==> src/rtl/mux_l2_pkg.sv <==
// Shared definitions for the L2 conditional lane serializer: state encoding,
// default lane width and valid-mask bit positions.
package mux_l2_pkg;

  localparam int DATA_W_DEF = 8;
  localparam int MASK_LANE0 = 0;
  localparam int MASK_LANE1 = 1;

  typedef enum logic [1:0] {
    IDLE  = 2'b00,
    SEND0 = 2'b01,
    SEND1 = 2'b10
  } state_e;

endpackage

==> src/rtl/mux_l2_pair_buf.sv <==
// Two-entry byte holding register with a per-lane valid mask; load captures a
// whole lane pair, clear drops the mask so nothing stays pending.
module mux_l2_pair_buf
  import mux_l2_pkg::*;
#(
  parameter int DATA_W = DATA_W_DEF
) (
  input  logic              clk_i,
  input  logic              reset_l_i,
  input  logic              load_i,
  input  logic              clear_i,
  input  logic [DATA_W-1:0] d0_i,
  input  logic [DATA_W-1:0] d1_i,
  input  logic [1:0]        mask_i,
  input  logic              sel_i,
  output logic [DATA_W-1:0] byte_o,
  output logic              valid_o
);

  logic [DATA_W-1:0] d0_q;
  logic [DATA_W-1:0] d1_q;
  logic [1:0]        mask_q;

  // Pair storage: load wins over clear.
  always_ff @(posedge clk_i or negedge reset_l_i) begin
    if (!reset_l_i) begin
      d0_q   <= {DATA_W{1'b0}};
      d1_q   <= {DATA_W{1'b0}};
      mask_q <= 2'b00;
    end else if (load_i) begin
      d0_q   <= d0_i;
      d1_q   <= d1_i;
      mask_q <= mask_i;
    end else if (clear_i) begin
      mask_q <= 2'b00;
    end
  end

  assign byte_o  = sel_i ? d1_q : d0_q;
  assign valid_o = mask_q[sel_i];

endmodule

==> src/rtl/mux2a1_serial_condl2.sv <==
// L2 lane serializer: emits lane 0 then lane 1 of each accepted pair, skipping
// invalid lanes. Define MUX_L2_PARITY_EN to add the registered parity_out port.
module mux2a1_serial_condl2
  import mux_l2_pkg::*;
#(
  parameter int DATA_W = DATA_W_DEF
) (
  input  logic              clk,
  input  logic              reset_L,
  input  logic              valid0,
  input  logic              valid1,
  input  logic [DATA_W-1:0] data_in0_muxL2,
  input  logic [DATA_W-1:0] data_in1_muxL2,
  output logic              in_ready,
  input  logic              out_ready,
  output logic              validout,
`ifdef MUX_L2_PARITY_EN
  output logic              parity_out,
`endif
  output logic [DATA_W-1:0] dataout_muxL2
);

  function automatic logic even_parity(input logic [DATA_W-1:0] b);
    return ^b;
  endfunction

  state_e            state_q;
  logic              validout_q;
  logic [DATA_W-1:0] dataout_q;

  state_e            first_state_s;
  logic [DATA_W-1:0] first_byte_s;
  logic              last_s;
  logic              accept_s;
  logic              buf_clear_s;
  logic              dout_load_s;
  logic [DATA_W-1:0] dout_d;
  logic [DATA_W-1:0] hi_byte_s;
  logic              hi_valid_s;

  mux_l2_pair_buf #(.DATA_W(DATA_W)) u_pair_buf (
    .clk_i     (clk),
    .reset_l_i (reset_L),
    .load_i    (accept_s),
    .clear_i   (buf_clear_s),
    .d0_i      (data_in0_muxL2),
    .d1_i      (data_in1_muxL2),
    .mask_i    ({valid1, valid0}),
    .sel_i     (1'(MASK_LANE1)),
    .byte_o    (hi_byte_s),
    .valid_o   (hi_valid_s)
  );

  // Handshake and next-output selection; a new pair's first byte bypasses the buffer.
  always_comb begin
    first_state_s = SEND1;
    first_byte_s  = data_in1_muxL2;
    if (valid0) begin
      first_state_s = SEND0;
      first_byte_s  = data_in0_muxL2;
    end else begin
      first_state_s = SEND1;
      first_byte_s  = data_in1_muxL2;
    end
    last_s      = (state_q == SEND1) | ((state_q == SEND0) & ~hi_valid_s);
    in_ready    = (state_q == IDLE) | (last_s & out_ready);
    accept_s    = in_ready & (valid0 | valid1);
    buf_clear_s = last_s & out_ready & ~accept_s;
    dout_load_s = accept_s | ((state_q == SEND0) & out_ready & hi_valid_s);
    dout_d      = accept_s ? first_byte_s : hi_byte_s;
  end

  // Serializer FSM with registered validout/dataout.
  always_ff @(posedge clk or negedge reset_L) begin
    if (!reset_L) begin
      state_q    <= IDLE;
      validout_q <= 1'b0;
      dataout_q  <= {DATA_W{1'b0}};
    end else begin
      if (dout_load_s) begin
        dataout_q <= dout_d;
      end
      case (state_q)
        IDLE: begin
          if (accept_s) begin
            state_q    <= first_state_s;
            validout_q <= 1'b1;
          end else begin
            validout_q <= 1'b0;
          end
        end
        SEND0, SEND1: begin
          if (out_ready) begin
            if ((state_q == SEND0) && hi_valid_s) begin
              state_q    <= SEND1;
              validout_q <= 1'b1;
            end else if (accept_s) begin
              state_q    <= first_state_s;
              validout_q <= 1'b1;
            end else begin
              state_q    <= IDLE;
              validout_q <= 1'b0;
            end
          end
        end
        default: begin
          state_q    <= IDLE;
          validout_q <= 1'b0;
        end
      endcase
    end
  end

  assign validout      = validout_q;
  assign dataout_muxL2 = dataout_q;

`ifdef MUX_L2_PARITY_EN
  logic parity_q;

  // Parity tracks dataout on exactly the edges dataout is loaded.
  always_ff @(posedge clk or negedge reset_L) begin
    if (!reset_L) begin
      parity_q <= 1'b0;
    end else if (dout_load_s) begin
      parity_q <= even_parity(dout_d);
    end
  end

  assign parity_out = parity_q;
`endif

endmodule
==> config.mk <==
export PLATFORM = sky130hd
export DESIGN_NAME = mux2a1_serial_condl2
export DESIGN_NICKNAME = d
export VERILOG_FILES = /design/src/rtl/mux_l2_pkg.sv /design/src/rtl/mux_l2_pair_buf.sv /design/src/rtl/mux2a1_serial_condl2.sv
export SDC_FILE = /design/constraint.sdc
export NUM_CORES = 1
export LEC_CHECK = 0
export ABC_AREA = 1
export BUFFER_PORTS_ARGS = -buffer_cell sky130_fd_sc_hd__buf_2
export CAP_MARGIN = 40
export CORE_MARGIN = 2
export CORE_UTILIZATION = 46
export CTS_BUF_LIST = sky130_fd_sc_hd__clkbuf_16
export DETAILED_ROUTE_END_ITERATION = 8
export HOLD_SLACK_MARGIN = 0.02
export PLACE_DENSITY_LB_ADDON = 0.1
export SLEW_MARGIN = 40
export SYNTH_ARGS = -nofsm -noshare
export SYNTH_HDL_FRONTEND = slang
export SYNTH_SLANG_ARGS = --single-unit
==> constraint.sdc <==
create_clock -name clk -period 1.5 [get_ports clk]
set_clock_uncertainty 0.1 [all_clocks]
set_input_delay 0.15 -clock clk [delete_from_list [all_inputs] [get_ports clk]]
set_output_delay 0.15 -clock clk [all_outputs]
set_load 0.01 [all_outputs]
==> results of run 1 <==
layout make-up:
type	instances	area, µm²
tap	30	37.5
timing repair buffer	49	324
inverter	13	48.8
clock inverter	1	30.0
multi-input combinational	98	606
fill	200	811
sequential	20	500
clock buffer	3	75.1
tightest hold or removal path: stages:
cell	delay, ns
buf_2	0.09
inv_1	0.05
o21ai_1	0.07
cells by family after synthesis:
logic type,share of synthesized area (%)
AOI/OAI and AO/OA,12.0
adders and majority gates,4.33
buffers and inverters,8.98
DFF,43.3
muxes,2.60
and+or+nand+nor,28.8
flip-flops by register name (all words and copies together) (netlist names):
signal,count
u_pair_buf.mask_q,1
u_pair_buf.d1_q,8
validout,1
state_q,2
dataout_muxL2,8
metal layers:
layer | track usage [%] | wire length [µm]
met5 | 0 | 0
met4 | 9.58 | 35
met1 | 25.4 | 1170
met3 | 2.78 | 114
met2 | 33.9 | 1300
worst max-delay path by stage:
| stage | start | end | slack [ns] | cells past startpoint |
|---|---|---|---|---|
| after floorplan | state_q[1] | dataout_muxL2[4] | 0.006 | 11 |
| after global placement | state_q[1] | dataout_muxL2[6] | -0.03 | 10 |
| after detailed placement | state_q[1] | dataout_muxL2[1] | -0.12 | 11 |
| after CTS | state_q[1] | in_ready | -0.13 | 8 |
| after global routing | state_q[1] | dataout_muxL2[0] | -0.20 | 11 |
| final | state_q[1] | in_ready | -0.13 | 8 |
through the flow:
step | instances | setup WS, ns | cell area, µm² | power, mW | util [%]
3_5_place_dp | 203 | -0.119 | 1380 | 2.51 | 56.7
3_3_place_gp | 203 | -0.0304 | 1380 | 2.47 | 56.7
4_1_cts | 213 | -0.134 | 1570 | 3.49 | 64.5
2_1_floorplan | 137 | 0.00564 | 1160 | 2.04 | -
6_report | 214 | -0.135 | 1620 | 3.59 | 66.7
5_1_grt | 214 | -0.195 | 1620 | 3.88 | 66.7
where the power goes:
| part | switching, mW | internal (mW) | total, mW |
|---|---|---|---|
| Combinational | 1.03 | 0.887 | 1.92 |
| Clock | 0.193 | 0.529 | 0.722 |
| Sequential | 0.140 | 0.810 | 0.951 |
what timing repair did:
action                     CTS  global route
setup buffers                5             1
hold endpoints to repair    20             0
gates resized for setup     15            14
hold buffers                 1             0
pin swaps                    1             1
setup endpoints to repair   17            21
placed cells by master (no fill, tap or decap):
cell type | synthesis | routed
nand2_1 | 39 | 36
buf_2 | 2 | 29
dfrtp_1 | 20 | 20
buf_4 | 1 | 12
nand3_1 | 14 | 11
inv_1 | 12 | 10
o21ai_1 | 5 | 7
buf_6 | 2 | 7
nand2_2 | 3 | 6
o21ai_0 | 12 | 6
nand3_2 | 1 | 4
o21ai_2 | 0 | 4
inv_2 | 1 | 3
nor2_1 | 4 | 3
nor2_2 | 2 | 3
a31oi_2 | 3 | 3
mux2i_1 | 3 | 3
clkbuf_16 | 0 | 3
nand2_4 | 3 | 2
nand2_8 | 1 | 2
a21oi_1 | 2 | 2
ha_1 | 4 | 2
ha_2 | 0 | 2
nand4_1 | 1 | 1
a31oi_1 | 1 | 1
bufinv_16 | 0 | 1
dlygate4sd3_1 | 0 | 1
==> results.py, run 1 <==
metrics = {
    "status": {
        "status": "finished, violations left",
        "violations": "negative setup slack",
    },
    "setup_path": {
        "crit_type": "flip-flop to output pin",
        "crit_path_end_kind": "output pin",
        "r2r.worst_path.cells": 11,
        "arrival_ns": 1.38,
        "critPathLaunchType": "flip-flop",
        "reg2reg_from": "state_q[1]",
        "crit_required_ns": 1.25,
        "crit_buf_inv": 3,
        "reg2reg_to": "dataout_muxL2[1]",
        "r2r_slack_ns": -0.12,
        "critPathSlowestCell": "dfrtp_1",
        "crit_chain": "inv_2 > ha_2 > nand2_1 > nand2_1 > nand2_2 > nand2_4 > buf_6 > buf_6",
        "crit_fanout": 3,
        "crit_family": "flip-flops",
        "crit_path_max_incr_delay_ns": 0.40,
    },
    "synth": {
        "synth_top_area_share_pct": 43.3,
        "synth_top_flop_cell": "dfrtp_1",
        "yosysTopAreaCell": "dfrtp_1",
        "ys_seq_elements": 20,
        "ys_types": 23,
        "async_flop_share_pct": 100,
        "synth_most_common_cell": "nand2_1",
        "synth_area_mm2": 0.00116,
        "synthTopCellsByArea": "dfrtp_1 43%, nand2_1 13%, nand3_1 6.1%, o21ai_0 5.2%, ha_1 4.3%",
        "ys.warnings.count": 0,
        "synth_edf_count": 0,
        "syn_area_per_cell_um2": 8.44,
        "synth_cells": 137,
        "synth_nets": 162,
        "synth_commonest_cells": "39 x nand2_1, 20 x dfrtp_1, 14 x nand3_1",
        "synth_seq_area_share_pct": 43.3,
    },
    "sta": {
        "setup_slack_ns": -0.135,
        "hold_viol_final": 0,
        "fin_crit_sh_pct": 109,
        "hold_ws_ns": 0.0504,
        "fmax_mhz": 612,
        "setup_viol": 16,
        "post-route-min-period_ns": 1.63,
        "rsz0062_at_grt": "true",
        "final_max_slew_viol_count": 0,
        "tightest_slew_ns": 0.463,
        "slew_headroom_pct": 69.1,
        "fin_tns_setup_ns": -0.963,
    },
    "routing": {
        "wirelength_mm": 2.63,
        "wl_per_cell_um": 12.3,
        "vias": 1053,
        "firstDrtPassIters": 4,
        "drt.antenna.violating_nets": 0,
        "drt-initial-drc-count": 18,
        "avgViaCountPerCell": 4.92,
        "drt_drc_violations_left": 0,
    },
    "global_routing": {
        "grt_max_degree": 21,
        "antenna_found_initial": 0,
        "overflow": 0,
        "grt_first_pass_wirelength_mm": 4.22,
        "first_global_vias": 1017,
        "grt_use_total_pct": 20.2,
    },
    "layout": {
        "area_delta_synth_final_pct": 40.3,
        "antenna_cells": 0,
        "drive_gt1_share_pct": 44.0,
        "layout.nets": 210,
    },
    "floorplan": {
        "core_mm2": 0.00243,
        "dieArea_mm2": 0.00293,
        "die_y_um": 54.1,
        "row_count": 18,
        "pin_count": 31,
        "dieWidth_um": 54.1,
        "start_util_pct": 47.5,
    },
    "power": {
        "powerDensity_mw_per_mm2": 2220,
        "leakagePower_nw": 0.851,
        "peakVddDrop_uv": 1150,
    },
    "cts": {
        "ctsLongestPathBuffers": 2,
        "cts_buffers": 3,
        "htree_levels": 1,
        "clkLatencyLatePin_ns": 0.25,
        "path_clk_slew_ns": 0.06,
        "cts-root-buf": "clkbuf_16",
        "clock-sinks": 20,
        "cts_tree": "yes",
    },
    "worst_hold_path": {
        "hold_path_depth": 3,
        "hold_end": "u_pair_buf.d1_q[7]",
        "hold_path_startpoint": "data_in1_muxL2[7]",
        "hp-class": "primary input to flip-flop",
    },
    "placed_design": {
        "hpwl_mm": 1.84,
        "port_buffers": 30,
        "gp_congestion": 0.817,
    },
    "run": {
        "maxCapViolations": 0,
    },
}
Power figures use the tool's default switching activity.
==> run 2, diff against run 1 <==
SETUP_SLACK_MARGIN = 0.2   (was unset)
==> results.py, run 2 (same netlist as run 1, synthesis figures left out) <==
metrics = {
    "routing": {
        "drt-initial-drc-count": 18,
        "wl_met3_um": 114,
        "wl_per_cell_um": 12.1,
        "wl_met1_mm": 1.15,
        "avgViaCountPerCell": 5.00,
        "vias": 1065,
        "routed.top_layer": "met4",
        "wl_met2_mm": 1.30,
        "firstDrtPassIters": 4,
        "drt.antenna.violating_nets": 0,
        "drt_drc_violations_left": 0,
        "wirelength_mm": 2.59,
    },
    "cts": {
        "cts_buffers": 3,
        "path_clk_slew_ns": 0.06,
        "clkLatencyLatePin_ns": 0.25,
        "cts-root-buf": "clkbuf_16",
        "clock-sinks": 20,
        "htree_levels": 1,
        "cts_tree": "yes",
        "ctsLongestPathBuffers": 2,
    },
    "sta": {
        "fin_crit_sh_pct": 108,
        "setup_viol": 16,
        "slew_headroom_pct": 70.8,
        "final_max_slew_viol_count": 0,
        "setup_slack_ns": -0.125,
        "fin_tns_setup_ns": -0.861,
        "post-route-min-period_ns": 1.63,
        "rsz0062_at_grt": "true",
        "hold_ws_ns": 0.0455,
        "fmax_mhz": 615,
        "tightest_slew_ns": 0.438,
        "hold_viol_final": 0,
    },
    "floorplan": {
        "row_count": 18,
        "pin_count": 31,
        "die_y_um": 54.1,
        "dieWidth_um": 54.1,
        "start_util_pct": 47.5,
        "core_mm2": 0.00243,
        "dieArea_mm2": 0.00293,
    },
    "setup_path": {
        "crit_required_ns": 1.25,
        "crit_buf_inv": 4,
        "startpoint": "state_q[0]",
        "crit_path_end_kind": "output pin",
        "crit_chain": "inv_2 > ha_2 > inv_1 > nand2_2 > nand2_2 > nand2_4 > buf_12 > buf_6",
        "reg2reg_from": "state_q[0]",
        "r2r.worst_path.cells": 10,
        "critPathLaunchType": "flip-flop",
        "r2r_slack_ns": -0.10,
        "crit_path_frequent_cell": "nand2_2",
        "crit_path_max_incr_delay_ns": 0.40,
        "cp-endpoint": "in_ready",
        "crit_family": "flip-flops",
        "arrival_ns": 1.38,
        "cp_num_cells": 8,
        "crit_fanout": 4,
        "reg2reg_to": "dataout_muxL2[3]",
        "critPathSlowestCell": "dfrtp_2",
        "crit_type": "flip-flop to output pin",
    },
    "power": {
        "total_power_mw": 3.68,
        "leakagePower_nw": 0.866,
        "peakVddDrop_uv": 1200,
        "powerDensity_mw_per_mm2": 2240,
    },
    "placed_design": {
        "hpwl_mm": 1.83,
        "port_buffers": 30,
        "placed_cells_incl_taps": 203,
        "gp_congestion": 0.837,
        "dpl_worst_slack_ns": -0.0790,
        "dpl-instance-area_mm2": 0.00139,
    },
    "layout": {
        "utilization_pct": 67.5,
        "area_delta_synth_final_pct": 42.0,
        "stdcell_count": 213,
        "register_area_um2": 502,
        "most-common-layout-cells": "34 x nand2_1, 29 x buf_2, 19 x dfrtp_1, 14 x nand3_1, 12 x buf_4",
        "final_common_cell": "nand2_1",
        "fillers": 194,
        "multi_input_area_um2": 627,
        "antenna_cells": 0,
        "final_area_mm2": 0.00164,
        "drive_gt1_share_pct": 43.7,
        "layout.nets": 209,
    },
    "global_routing": {
        "antenna_found_initial": 0,
        "overflow": 0,
        "grt_use_total_pct": 19.8,
        "grt_first_pass_wirelength_mm": 4.12,
        "grt_max_degree": 21,
        "first_global_vias": 974,
    },
    "worst_hold_path": {
        "hold_path_startpoint": "data_in1_muxL2[2]",
        "hp-class": "primary input to flip-flop",
    },
    "status": {
        "status": "finished, violations left",
        "violations": "negative setup slack",
    },
    "run": {
        "maxCapViolations": 0,
    },
}
## run 2: changes by cell type in the layout (fill, tap and decap cells not counted), moves of 2 or more
cell	change
buf_6	-2
nand2_1	-2
nand2_2	-2
nand2_4	+4
nand3_1	+3
nand3_2	-3
## run 2: report_power, final
part	internal (mW)	switching, mW
Sequential	0.814	0.170
Combinational	0.926	1.05
Clock	0.529	0.190
## run 2: area by class of cell
cell class	count	share of cell area [%]
clock buffers	3	4.57
well taps	30	2.29
inverters	13	2.97
flip-flops and latches	20	30.6
repair buffers	48	19.6
clock inverters	1	1.83
multi-input cells	98	38.2
## run 2: routing by layer
| layer | track usage [%] | up-vias |
|---|---|---|
| met3 | 3.33 | 4 |
| met1 | 24.7 | 498 |
| met2 | 33.7 | 25 |
| met5 | 0 | - |
| met4 | 7.50 | 0 |
| li1 | - | 538 |
## run 2: repair_timing
item                                   4_1_cts  5_1_grt
endpoints found under the hold margin       20        0
setup endpoints to repair                   21       21
hold buffers                                 1        0
gates cloned                                 0        0
resized for setup                           17       16
pin swaps                                    5        3
setup buffers                                5        0
## run 2: worst min-delay path, cell delays in order
cell and delay [ns]:
buf_2 0.09, nand3_1 0.06, nand2_1 0.06
## run 2: how the worst min path moves through the flow
stage,depth (start not counted),end
floorplan,0,dataout_muxL2[0]
global placement,1,dataout_muxL2[5]
detailed placement,1,dataout_muxL2[5]
CTS,3,u_pair_buf.d1_q[2]
global route,3,u_pair_buf.d1_q[3]
finish,3,u_pair_buf.d1_q[2]
